File: config.mk
export PLATFORM = sky130hd
export DESIGN_NAME = mcu_readback
export DESIGN_NICKNAME = d
export VERILOG_FILES = /design/src/rtl/mcu_pkg.sv /design/src/rtl/strobe_sync.sv /design/src/rtl/mcu_readback.sv
export SDC_FILE = /design/constraint.sdc
export NUM_CORES = 1
export LEC_CHECK = 0
export BUFFER_PORTS_ARGS = -buffer_cell sky130_fd_sc_hd__buf_2
export CAP_MARGIN = 10
export CORE_UTILIZATION = 50
export CTS_BUF_LIST = sky130_fd_sc_hd__clkbuf_4
export DETAILED_ROUTE_END_ITERATION = 8
export PLACE_DENSITY = 0.95
export SLEW_MARGIN = 5
export SYNTH_ARGS = -nofsm -noshare
export SYNTH_HDL_FRONTEND = slang
export SYNTH_HIERARCHICAL = 1
export SYNTH_SLANG_ARGS = --single-unit
export TNS_END_PERCENT = 20
File: constraint.sdc
create_clock -name i_main_clk -period 5.05 [get_ports i_main_clk]
set_input_delay 0 -clock i_main_clk [delete_from_list [all_inputs] [get_ports i_main_clk]]
set_output_delay 0 -clock i_main_clk [all_outputs]
set_load 0.1 [all_outputs]
File: src/rtl/mcu_pkg.sv
// Shared definitions for the MCU parallel bus: readback command decode,
// readback FSM states and the default readback word length.
package mcu_pkg;

    localparam int BYTES_DEFAULT = 6;

    localparam logic [7:0] CMD_RB_CH1_PHASE   = 8'h80;
    localparam logic [7:0] CMD_RB_CH2_PHASE   = 8'h81;
    localparam logic [7:0] CMD_RB_CH1_CONTROL = 8'h82;
    localparam logic [7:0] CMD_RB_CH2_CONTROL = 8'h83;

    // Readback commands occupy 0x80..0x83; everything else belongs to the write path.
    localparam logic [7:0] READBACK_MASK  = 8'hFC;
    localparam logic [7:0] READBACK_MATCH = 8'h80;

    typedef enum logic {
        IDLE  = 1'b0,
        ARMED = 1'b1
    } rb_state_t;

    function automatic logic is_readback(input logic [7:0] cmd);
        return (cmd & READBACK_MASK) == READBACK_MATCH;
    endfunction

endpackage

File: src/rtl/strobe_sync.sv
// Synchronizer for an asynchronous active-low MCU strobe, with single-cycle
// fall/rise pulses decoded against a history flop. All flops reset high.
module strobe_sync #(
    parameter int SYNC_STAGES = 2
) (
    input  logic i_main_clk,
    input  logic i_reset_n,
    input  logic i_strobe_n,
    output logic level,
    output logic fall,
    output logic rise
);

    logic [SYNC_STAGES-1:0] sync_q;
    logic                   hist_q;

    always_ff @(posedge i_main_clk) begin
        if (!i_reset_n) begin
            sync_q <= '1;
            hist_q <= 1'b1;
        end else begin
            sync_q <= {sync_q[SYNC_STAGES-2:0], i_strobe_n};
            hist_q <= sync_q[SYNC_STAGES-1];
        end
    end

    assign level = sync_q[SYNC_STAGES-1];
    assign fall  = hist_q & ~level;
    assign rise  = ~hist_q & level;

endmodule

File: src/rtl/mcu_readback.sv
// MCU readback path: a readback command snapshots one 48-bit AWG value, and
// successive read strobes shift it out one byte at a time, MSB first.
module mcu_readback
    import mcu_pkg::*;
#(
    parameter int BYTES       = BYTES_DEFAULT,
    parameter int SYNC_STAGES = 2
) (
    input  logic                 i_main_clk,
    input  logic                 i_reset_n,
    input  logic                 i_control_strobe,
    input  logic                 i_read_strobe,
    input  logic [7:0]           i_data,
    input  logic [8*BYTES-1:0]   i_channel1_signal_phase,
    input  logic [8*BYTES-1:0]   i_channel2_signal_phase,
    input  logic [8*BYTES-1:0]   i_channel1_signal_control,
    input  logic [8*BYTES-1:0]   i_channel2_signal_control,
    output logic [7:0]           o_data,
    output logic                 o_data_oe,
    output logic                 o_busy
);

    localparam int                WORD_W   = 8 * BYTES;
    localparam int                IDX_W    = (BYTES > 1) ? $clog2(BYTES) : 1;
    localparam logic [IDX_W-1:0]  IDX_LAST = IDX_W'(BYTES - 1);

    logic ctrl_level, ctrl_fall, ctrl_rise;
    logic read_level, read_fall, read_rise;

    strobe_sync #(.SYNC_STAGES(SYNC_STAGES)) u_ctrl_sync (
        .i_main_clk (i_main_clk),
        .i_reset_n  (i_reset_n),
        .i_strobe_n (i_control_strobe),
        .level      (ctrl_level),
        .fall       (ctrl_fall),
        .rise       (ctrl_rise)
    );

    strobe_sync #(.SYNC_STAGES(SYNC_STAGES)) u_read_sync (
        .i_main_clk (i_main_clk),
        .i_reset_n  (i_reset_n),
        .i_strobe_n (i_read_strobe),
        .level      (read_level),
        .fall       (read_fall),
        .rise       (read_rise)
    );

    logic unused_strobe_bits;
    assign unused_strobe_bits = &{1'b0, ctrl_level, ctrl_rise, read_fall};

    rb_state_t          state_q, state_d;
    logic [IDX_W-1:0]   idx_q, idx_d;
    logic [WORD_W-1:0]  snap_q, snap_d;
    logic [WORD_W-1:0]  sel_word;
    logic [7:0]         byte_sel;
    logic               read_low_q;

    always_comb begin
        sel_word = '0;
        case (i_data)
            CMD_RB_CH1_PHASE:   sel_word = i_channel1_signal_phase;
            CMD_RB_CH2_PHASE:   sel_word = i_channel2_signal_phase;
            CMD_RB_CH1_CONTROL: sel_word = i_channel1_signal_control;
            CMD_RB_CH2_CONTROL: sel_word = i_channel2_signal_control;
            default:            sel_word = '0;
        endcase
    end

    always_ff @(posedge i_main_clk) begin
        if (!i_reset_n) begin
            state_q    <= IDLE;
            idx_q      <= '0;
            snap_q     <= '0;
            read_low_q <= 1'b0;
        end else begin
            state_q    <= state_d;
            idx_q      <= idx_d;
            snap_q     <= snap_d;
            read_low_q <= ~read_level;
        end
    end

    // A control fall is handled before any read rise in the same cycle, so a
    // colliding read rise is simply dropped.
    always_comb begin
        state_d = state_q;
        idx_d   = idx_q;
        snap_d  = snap_q;
        case (state_q)
            IDLE: begin
                if (ctrl_fall && is_readback(i_data)) begin
                    state_d = ARMED;
                    idx_d   = IDX_LAST;
                    snap_d  = sel_word;
                end
            end
            ARMED: begin
                if (ctrl_fall) begin
                    if (is_readback(i_data)) begin
                        idx_d  = IDX_LAST;
                        snap_d = sel_word;
                    end else begin
                        state_d = IDLE;
                        idx_d   = '0;
                    end
                end else if (read_rise) begin
                    if (idx_q == '0) begin
                        state_d = IDLE;
                    end else begin
                        idx_d = idx_q - 1'b1;
                    end
                end
            end
            default: begin
                state_d = IDLE;
                idx_d   = '0;
            end
        endcase
    end

    always_comb begin
        byte_sel = '0;
        for (int b = 0; b < BYTES; b++) begin
            if (idx_q == IDX_W'(b)) begin
                byte_sel = snap_q[8*b +: 8];
            end
        end
    end

    assign o_busy    = (state_q == ARMED);
    assign o_data    = o_busy ? byte_sel : 8'h00;
    assign o_data_oe = o_busy & read_low_q;

endmodule

==> out/qor.txt, run 1 <==
Status: complete, no violations
Crit share post-route: 55.5%
Core Area: 7250 um2
Top-Level Pins: 214
Initial antenna violation count: 0
DR vias/cell: 5.67
Crit path DAT: 3.13 ns
CTS Sinks: 59
Longest Clk Path Bufs: 2
Syn Area/Cell: 10.0 um2
Clk_lat worst skew: 0.40 ns
Post-CTS Hold Fix Bufs: 16
Num rows: 31
Fin util: 70.2%
Post-CTS Setup Bufs: 0
Syn nets: 584
Pin count of the biggest net entering global routing: 58
GRT Util Overall: 28.7%
Worst Hold Path Cells: 3
Routed WL: 11,200 um
Vias in the first global route: 3,847
Post-CTS Resized: 0
Pwr/cell area: 196 nW/um2
Non-Filler Instances: 684
Tot Pwr: 0.996 mW
Crit-path most repeated cell: buf_4
CP Cell Sequence: nor2b_1, inv_1, nor4_4, buf_4, and2_1, buf_4, o2bb2ai_1
Worst Setup Slack, final: 2.25 ns
I/O Buffers: 213
Min Tclk post-route: 2.80 ns
Post-DR wirelength/cell: 16.3 um
ANT nets after route: 0
FMAX: 0.357 GHz
Final setup fails: 0
CP startpoint kind: flip-flop
CP Capture Type: flip-flop
Die H: 88.8 um
Slew HR: 30.3%
Layout cells sized above 1: 48.2%
Slew @ Worst Pin: 1.05 ns
Synthesis-to-finish area growth: 35.1%
Pre-CTS setup slack: 2.34 ns
Die Footprint: 7890 um2
Fin Setup TNS: 0 ns
Fin nets: 789
H-tree depth: 3
P_leak: 2.07 nW
Grt ovf: 0
CTS tree: built
Worst Hold Class: input port to flip-flop
Die X-Extent: 88.8 um
Cells after Synth: 375
Diodes inserted: 0
RSZ-0062 raised after global routing: false
Slew Viols, Final: 0
Clock-pin slew on the worst setup and hold paths: 0.09 ns
Fin. Hold Viols: 0
HPWL after detailed placement: 8230 um
DRC viols: 0
Post-Syn Area: 3770 um2
Final Skew: 0.00739 ns
Clock buffer count from CTS: 9
Global-route wire length before repair: 17,000 um
Crit Path Max Fanout: 51
Inst Count DP: 652
Root buffer cell: clkbuf_4
Placer congestion estimate: 0.774
Ys Warns: 6
CP peak stage delay: 0.51 ns
CP Class: flip-flop to flip-flop
Total number of vias: 3,878
WP data required: 5.38 ns
Reg2Reg Depth: 7
CP max-delay cell: and2_1
Initial DRT Pass Iterations: 5
VDD IR-drop max: 106 uV
Max Cap Viol: 0
DR iter-0 viols: 199
Initial cell density of the core: 51.9%
-- layout by cell type (no fill, tap or decap), drive strengths merged, types with 7 or more instances in the layout --
| cell type | n |
|---|---|
| inv | 12 |
| mux2i | 7 |
| nor2 | 12 |
| clkbuf | 13 |
| nand2 | 71 |
| dfxtp | 59 |
| dlygate4sd3 | 16 |
| mux4 | 48 |
| a21oi | 32 |
| buf | 215 |
| o2bb2ai | 48 |
| o21ai | 16 |
-- worst max-delay path, delay by kind of cell, from the launching register on --
family | cells | cell delay (ns)
simple gates | 3 | 1.13
buf+inv | 3 | 1.07
flops | 1 | 0.31
compound gates | 1 | 0.17
-- state kept, by name, indices dropped and copies added (netlist names) --
name and flops:
idx_q 3, u_ctrl_sync/sync_q 2, read_low_q 1, u_ctrl_sync/hist_q 1, u_read_sync/hist_q 1, snap_q 48, o_busy 1, u_read_sync/sync_q 2
-- where the power goes --
group	leakage [nW]	internal [mW]	switching [mW]	total (mW)
Clock	0.0715	0.121	0.163	0.284
Combinational	1.52	0.142	0.0988	0.241
Sequential	0.477	0.469	0.00269	0.471
-- final cells by class --
cell class,count,area (um2)
clock buffers,13,97.6
clock inverters,3,15.0
fillers,550,2160
inverters,12,45.0
multi-input cells,267,2380
flip-flops and latches,59,1180
well taps,99,124
repair buffers,231,1240
-- worst paths after layout --
kind,from,end,slack (ns)
worst max-delay path,u_ctrl_sync/hist_q,snap_q[37],2.25
worst min-delay path,i_channel2_signal_control[3],snap_q[3],0.02
worst max register to register,u_ctrl_sync/hist_q,snap_q[37],2.25
worst min register to register,u_read_sync/sync_q[0],u_read_sync/sync_q[1],0.42
-- stage by stage --
| step | area (um2) | hold WS [ns] |
|---|---|---|
| 3_5_place_dp | 4820 | 0.188 |
| 4_1_cts | 5090 | 0.000419 |
| 3_3_place_gp | 4820 | 0.181 |
| 5_1_grt | 5090 | 0.0124 |
| 2_1_floorplan | 3770 | 0.0730 |
| 6_report | 5090 | 0.0159 |
-- metal layers --
layer	vias to the layer above	routed length, um	GRT usage, %
met3	40	642	4.20
met4	0	433	18.8
met5	-	0	0
met1	1814	4190	32.4
met2	196	5910	50.7
li1	1828	-	-
Note: power is estimated with default switching activity, not from simulation.
==> inputs of run 2 (changes only) <==
--- a/config.mk
+++ b/config.mk
@@ -7,10 +7,10 @@
 export LEC_CHECK = 0
 export BUFFER_PORTS_ARGS = -buffer_cell sky130_fd_sc_hd__buf_2
 export CAP_MARGIN = 10
-export CORE_UTILIZATION = 50
+export CORE_UTILIZATION = 46
 export CTS_BUF_LIST = sky130_fd_sc_hd__clkbuf_4
 export DETAILED_ROUTE_END_ITERATION = 8
-export PLACE_DENSITY = 0.95
+export PLACE_DENSITY = 0.9
 export SLEW_MARGIN = 5
 export SYNTH_ARGS = -nofsm -noshare
 export SYNTH_HDL_FRONTEND = slang
==> constraint.sdc (replaced) <==
create_clock -name i_main_clk -period 2.8 [get_ports i_main_clk]
set_input_delay 0 -clock i_main_clk [delete_from_list [all_inputs] [get_ports i_main_clk]]
set_output_delay 0 -clock i_main_clk [all_outputs]
set_load 0.1 [all_outputs]
==> run 2 against run 1 <==
Compared with the run above:
- the flow now finishes with violations (negative hold slack)
- via count is 4.7% higher
- hold slack worse by 0.019 ns
- critical path depth stayed put
- largest cell class unchanged
==> out/qor.txt, run 2 (synthesized netlist as in run 1, its figures left out) <==
Root buffer cell: clkbuf_4 (unchanged)
Routed WL: 12,200 um (was 11,200 um)
Switching power: 0.493 mW (was 0.264 mW)
Placer congestion estimate: 0.838 (was 0.774)
Reg2Reg Depth: 6 (was 7)
Die Footprint: 8560 um2 (was 7890 um2)
Most frequent cells in the layout: 212 x buf_2, 71 x nand2_1, 59 x dfxtp_1 (unchanged)
Post-Place Cell Area: 4840 um2 (was 4820 um2)
I/O Buffers: 213 (unchanged)
Switching share of total power: 25.5% (was 26.5%)
Slew @ Worst Pin: 1.08 ns (was 1.05 ns)
Post-Layout Inst Area: 5360 um2 (was 5090 um2)
Largest delay share family, worst path: buffers and inverters (was simple AND/OR/NAND/NOR gates)
Num rows: 32 (was 31)
Pin count of the biggest net entering global routing: 51 (was 58)
CP startpoint kind: flip-flop (unchanged)
Pre-CTS setup slack: 0.698 ns (was 2.34 ns)
DRC viols: 0 (unchanged)
Top flop regs: snap_q (48), idx_q (3) (unchanged)
Hold slack final: -0.00323 ns (was 0.0159 ns)
Synthesis-to-finish area growth: 42.3% (was 35.1%)
DR iter-0 viols: 334 (was 199)
Crit share post-route: 91.8%
Slew HR: 28.2% (was 30.3%)
Core Area: 7810 um2 (was 7250 um2)
Crit Path Max Fanout: 19 (was 51)
Fin Setup TNS: 0 ns (unchanged)
Inst Count DP: 656 (was 652)
H-tree depth: 3 (unchanged)
Top-Level Pins: 214 (unchanged)
WP data required: 2.80 ns (was 5.38 ns)
Met3 usage: 8.70% (was 4.20%)
GRT met2 Usage: 54.0% (was 50.7%)
Diodes inserted: 0 (unchanged)
Slew Viols, Final: 0 (unchanged)
GRT busiest layer: met2 (unchanged)
Post-DR wirelength/cell: 17.2 um (was 16.3 um)
Worst reg2reg startpoint: idx_q[0] (was u_ctrl_sync/hist_q)
P_leak: 2.18 nW (was 2.07 nW)
Fin nets: 812 (was 789)
Crit path DAT: 2.57 ns (was 3.13 ns)
Initial antenna violation count: 0 (unchanged)
Clock Power Share: 32.0% (was 28.5%)
Clock buffer count from CTS: 9 (unchanged)
Die X-Extent: 92.5 um (was 88.8 um)
Buf/Inv on CP: 2 (was 3)
VDD IR-drop max: 204 uV (was 106 uV)
Commonest non-fill, non-tap cell in the layout: buf_2 (unchanged)
GR Util met1: 30.9% (was 32.4%)
Pwr/cell area: 360 nW/um2 (was 196 nW/um2)
Tot Pwr: 1.93 mW (was 0.996 mW)
Status: finished, violations left (was complete, no violations)
Max reg flops: 48 (unchanged)
Longest Clk Path Bufs: 2 (unchanged)
Reg2reg end: idx_q[0] (was snap_q[37])
Setup crit start: idx_q[0] (was u_ctrl_sync/hist_q)
CP peak stage delay: 0.58 ns (was 0.51 ns)
Fin util: 68.7% (was 70.2%)
Final setup fails: 0 (unchanged)
RSZ-0062 raised after global routing: false (unchanged)
CP Capture Type: output pin (was flip-flop)
Initial DRT Pass Iterations: 5 (unchanged)
CP Cell Sequence: inv_1, ha_1, nand2_1, o21ai_0, a21oi_1, nor2_1, buf_2 (was nor2b_1, inv_1, nor4_4, buf_4, and2_1, buf_4, o2bb2ai_1)
CP max-delay cell: ha_1 (was and2_1)
Final Skew: 0.00818 ns (was 0.00739 ns)
Min Tclk post-route: 2.57 ns
Biggest register: snap_q (unchanged)
R2R setup slack: 0.67 ns (was 2.25 ns)
Critical path depth: 7 (unchanged)
Internal: 1.44 mW (was 0.732 mW)
GRT Util Overall: 29.2% (was 28.7%)
Max Cap Viol: 0 (unchanged)
Layout cells sized above 1: 46.7% (was 48.2%)
ANT nets after route: 0 (unchanged)
CTS Sinks: 59 (unchanged)
Clk_lat worst skew: 0.43 ns (was 0.40 ns)
Non-Filler Instances: 710 (was 684)
Worst Hold Class: input port to flip-flop (unchanged)
CP endpoint: o_data[2] (was snap_q[37])
Global-route wire length before repair: 19,300 um (was 17,000 um)
Vias in the first global route: 4,183 (was 3,847)
DR vias/cell: 5.72 (was 5.67)
Grt ovf: 0 (unchanged)
Total number of vias: 4,059 (was 3,878)
Seq pwr share: 44.0% (was 47.3%)
HPWL after detailed placement: 8750 um (was 8230 um)
Worst Setup Slack, final: 0.229 ns (was 2.25 ns)
Fin. Hold Viols: 1 (was 0)
Combinational power share: 24.0% (was 24.2%)
Initial cell density of the core: 48.3% (was 51.9%)
CTS tree: built (unchanged)
FMAX: 0.389 GHz
Failing checks: negative hold slack
Die H: 92.5 um (was 88.8 um)
Clock-pin slew on the worst setup and hold paths: 0.09 ns (about the same)
CP Class: flip-flop to output pin (was flip-flop to flip-flop)
[run 2: layout make-up]
type	count	area, um2
clock buffers	13	97.6
fillers	597	2440
well taps	102	128
clock inverters	3	38.8
repair buffers	254	1480
inverters	12	45.0
multi-input cells	267	2390
flip-flops and latches	59	1180
[run 2: worst register-to-register path: cells and delay by family (launching register included)]
kind,cells,cell delay (ns)
AND/OR/NAND/NOR,3,0.71
flip-flops,1,0.42
AO/OA/AOI/OAI,1,0.33
buffers and inverters,1,0.12
adder cells (fa/ha/maj),1,0.44
[run 2: power by group through the flow]
stage	combinational (mW)	clock, mW	sequential, mW
2_1_floorplan	0.225	0	0.868
3_3_place_gp	0.393	0	0.869
3_5_place_dp	0.406	0	0.870
4_1_cts	0.449	0.616	0.850
5_1_grt	0.505	0.659	0.851
6_report	0.464	0.618	0.850
[run 2: how the worst min path moves through the flow]
stage	cells past startpoint	startpoint	endpoint
floorplan	1	i_reset_n	u_ctrl_sync/hist_q
CTS	3	i_channel2_signal_control[30]	snap_q[30]
detailed placement	2	i_control_strobe	u_ctrl_sync/sync_q[0]
global route	3	i_channel1_signal_phase[47]	snap_q[47]
finish	3	i_channel1_signal_phase[6]	snap_q[6]
global placement	2	i_control_strobe	u_ctrl_sync/sync_q[0]
[run 2: per-layer routing]
metal,routed length [um],share of wire [%]
met1,4170,34
met2,6660,54
met3,1020,8.3
met4,381,3.1
met5,0,0
[run 2: what timing repair did]
| action | 4_1_cts | 5_1_grt |
|---|---|---|
| setup endpoints to repair | 0 | 4 |
| hold buffers | 30 | 8 |
| resized for setup | 0 | 1 |
| setup buffers | 0 | 0 |
| hold endpoints to repair | 17 | 5 |
==> inputs of run 3 (changes only) <==
--- a/config.mk
+++ b/config.mk
@@ -5,12 +5,14 @@
 export SDC_FILE = /design/constraint.sdc
 export NUM_CORES = 1
 export LEC_CHECK = 0
+export ABC_CLOCK_PERIOD_IN_PS = 2800
 export BUFFER_PORTS_ARGS = -buffer_cell sky130_fd_sc_hd__buf_2
 export CAP_MARGIN = 10
 export CORE_UTILIZATION = 46
 export CTS_BUF_LIST = sky130_fd_sc_hd__clkbuf_4
 export DETAILED_ROUTE_END_ITERATION = 8
 export PLACE_DENSITY = 0.9
+export RECOVER_POWER = 25
 export SLEW_MARGIN = 5
 export SYNTH_ARGS = -nofsm -noshare
 export SYNTH_HDL_FRONTEND = slang
==> run 3 against run 2 <==
Compared with the run above:
- the run now ends clean
- maximum frequency is 0.34% lower
- hold slack better by 0.011 ns
- global-route usage did not move
- via count is 1.0% higher
- non-clock buffer count did not move
- die area is the same
- routed wire length is 0.30% higher
- cell count is the same
- clock power barely moved
- register-to-register slack hardly changed
- highest routed layer unchanged
==> out/qor.txt, run 3 (synthesized netlist as in run 1, its figures left out) <==
CP Capture Type: output pin (unchanged)
Initial DRT Pass Iterations: 5 (unchanged)
DR vias/cell: 5.78 (was 5.72)
RSZ-0062 raised after global routing: false (unchanged)
Fin nets: 812 (unchanged)
Tot Pwr: 1.93 mW (about the same)
Biggest register: snap_q (unchanged)
Top-Level Pins: 214 (unchanged)
Slew @ Worst Pin: 1.30 ns (was 1.08 ns)
GRT Util Overall: 29.2% (unchanged)
Diodes inserted: 0 (unchanged)
Reg2Reg Depth: 6 (unchanged)
Final setup fails: 0 (unchanged)
Num rows: 32 (unchanged)
Placer congestion estimate: 0.838 (unchanged)
I/O Buffers: 213 (unchanged)
Most frequent cells in the layout: 209 x buf_2, 71 x nand2_1, 59 x dfxtp_1 (was 212 x buf_2, 71 x nand2_1, 59 x dfxtp_1)
Longest Clk Path Bufs: 2 (unchanged)
Crit path DAT: 2.58 ns (was 2.57 ns)
Synthesis-to-finish area growth: 42.1% (was 42.3%)
Min Tclk post-route: 2.58 ns (was 2.57 ns)
FMAX: 0.388 GHz (was 0.389 GHz)
Commonest non-fill, non-tap cell in the layout: buf_2 (unchanged)
Top flop regs: snap_q (48), idx_q (3) (unchanged)
Crit Path Max Fanout: 19 (unchanged)
Total number of vias: 4,101 (was 4,059)
VDD IR-drop max: 206 uV (was 204 uV)
Routed WL: 12,300 um (was 12,200 um)
Core Area: 7810 um2 (unchanged)
Slew HR: 13.2% (was 28.2%)
HPWL after detailed placement: 8750 um (unchanged)
Slew Viols, Final: 0 (unchanged)
Max Cap Viol: 0 (unchanged)
Filler instances: 598 (was 597)
Die Footprint: 8560 um2 (unchanged)
Hold Crit Start: i_channel1_signal_phase[6] (unchanged)
Clock buffer count from CTS: 9 (unchanged)
Clk_lat worst skew: 0.42 ns (was 0.43 ns)
CP Class: flip-flop to output pin (unchanged)
Fin util: 68.6% (was 68.7%)
Layout cells sized above 1: 46.1% (was 46.7%)
Die H: 92.5 um (unchanged)
Crit share post-route: 92.1% (was 91.8%)
Final Skew: 0.00530 ns (was 0.00818 ns)
Worst Hold Path EP: snap_q[6] (unchanged)
ANT nets after route: 0 (unchanged)
Grt ovf: 0 (unchanged)
Pin count of the biggest net entering global routing: 51 (unchanged)
DR iter-0 viols: 344 (was 334)
Worst Hold Path Cells: 3 (unchanged)
Worst reg2reg startpoint: idx_q[0] (unchanged)
WP data required: 2.80 ns (about the same)
Initial cell density of the core: 48.3% (unchanged)
P_leak: 2.16 nW (was 2.18 nW)
Pwr/cell area: 360 nW/um2 (about the same)
H-tree depth: 3 (unchanged)
Reg2reg end: idx_q[0] (unchanged)
Vias in the first global route: 4,183 (unchanged)
Initial antenna violation count: 0 (unchanged)
CP startpoint kind: flip-flop (unchanged)
Post-DR wirelength/cell: 17.3 um (was 17.2 um)
Global-route wire length before repair: 19,300 um (unchanged)
Status: complete, no violations (was finished, violations left)
Worst Hold Class: input port to flip-flop (unchanged)
R2R setup slack: 0.68 ns (was 0.67 ns)
Max reg flops: 48 (unchanged)
Fin. Hold Viols: 0 (was 1)
CTS tree: built (unchanged)
Fin Setup TNS: 0 ns (unchanged)
DRC viols: 0 (unchanged)
Root buffer cell: clkbuf_4 (unchanged)
Die X-Extent: 92.5 um (unchanged)
CTS Sinks: 59 (unchanged)
Clock-pin slew on the worst setup and hold paths: 0.09 ns (about the same)
-- run 3: stage by stage --
stage,worst slack (ns),instance area [um2],hold slack (ns),cells
6_report,0.220,5360,0.00734,710
5_1_grt,0.0622,5360,0.0000159,710
3_5_place_dp,0.698,4840,0.189,656
2_1_floorplan,0.130,3770,0.0730,375
4_1_cts,0.233,5280,0.000148,702
3_3_place_gp,0.841,4840,0.186,656
-- run 3: layout make-up --
class / instances / area [um2] / area share [%]
Multi-Input combinational cell: 267 / 2390 / 44.6
Timing Repair Buffer: 254 / 1480 / 27.6
Sequential cell: 59 / 1180 / 22.1
Tap cell: 102 / 128 / 2.38
Clock buffer: 13 / 97.6 / 1.82
Inverter: 12 / 45.0 / 0.841
Clock inverter: 3 / 38.8 / 0.724
-- run 3: report_power, final --
part	total (mW)	switching, mW	leakage, nW	internal [mW]
clock network	0.616	0.307	0.0794	0.309
logic	0.463	0.179	1.61	0.284
registers	0.850	0.00519	0.477	0.845
total	1.93	0.491	2.16	1.44
-- run 3: layer usage --
metal,GRT usage [%],share of wire (%),wire (um),vias up
li1,-,-,-,1874
met1,30.9,34,4210,1939
met2,54.0,54,6590,233
met3,8.70,8.1,996,55
met4,10.9,3.9,477,0
met5,0,0,0,-
-- run 3: worst max path at each step --
stage	from	endpoint	slack [ns]	cells after the start
6_report	idx_q[0]	o_data[2]	0.22	7
3_5_place_dp	idx_q[1]	o_data[1]	0.70	7
2_1_floorplan	idx_q[0]	o_data[6]	0.13	8
5_1_grt	idx_q[1]	o_data[1]	0.06	7
3_3_place_gp	idx_q[1]	o_data[6]	0.84	7
4_1_cts	idx_q[1]	o_data[1]	0.23	7
-- run 3: timing repair --
action | in CTS | in global routing
hold endpoints to repair | 17 | 5
endpoints found under the setup margin | 0 | 4
setup buffers | 0 | 0
hold buffers | 30 | 8
resized for setup | 0 | 1
-- run 3: critical path: stages (launching register included) --
cell and delay, ns:
dfxtp_1 0.37, inv_1 0.13, ha_1 0.60, nand2_1 0.11
o21ai_0 0.24, a21oi_1 0.11, nor2_1 0.15, buf_2 0.45
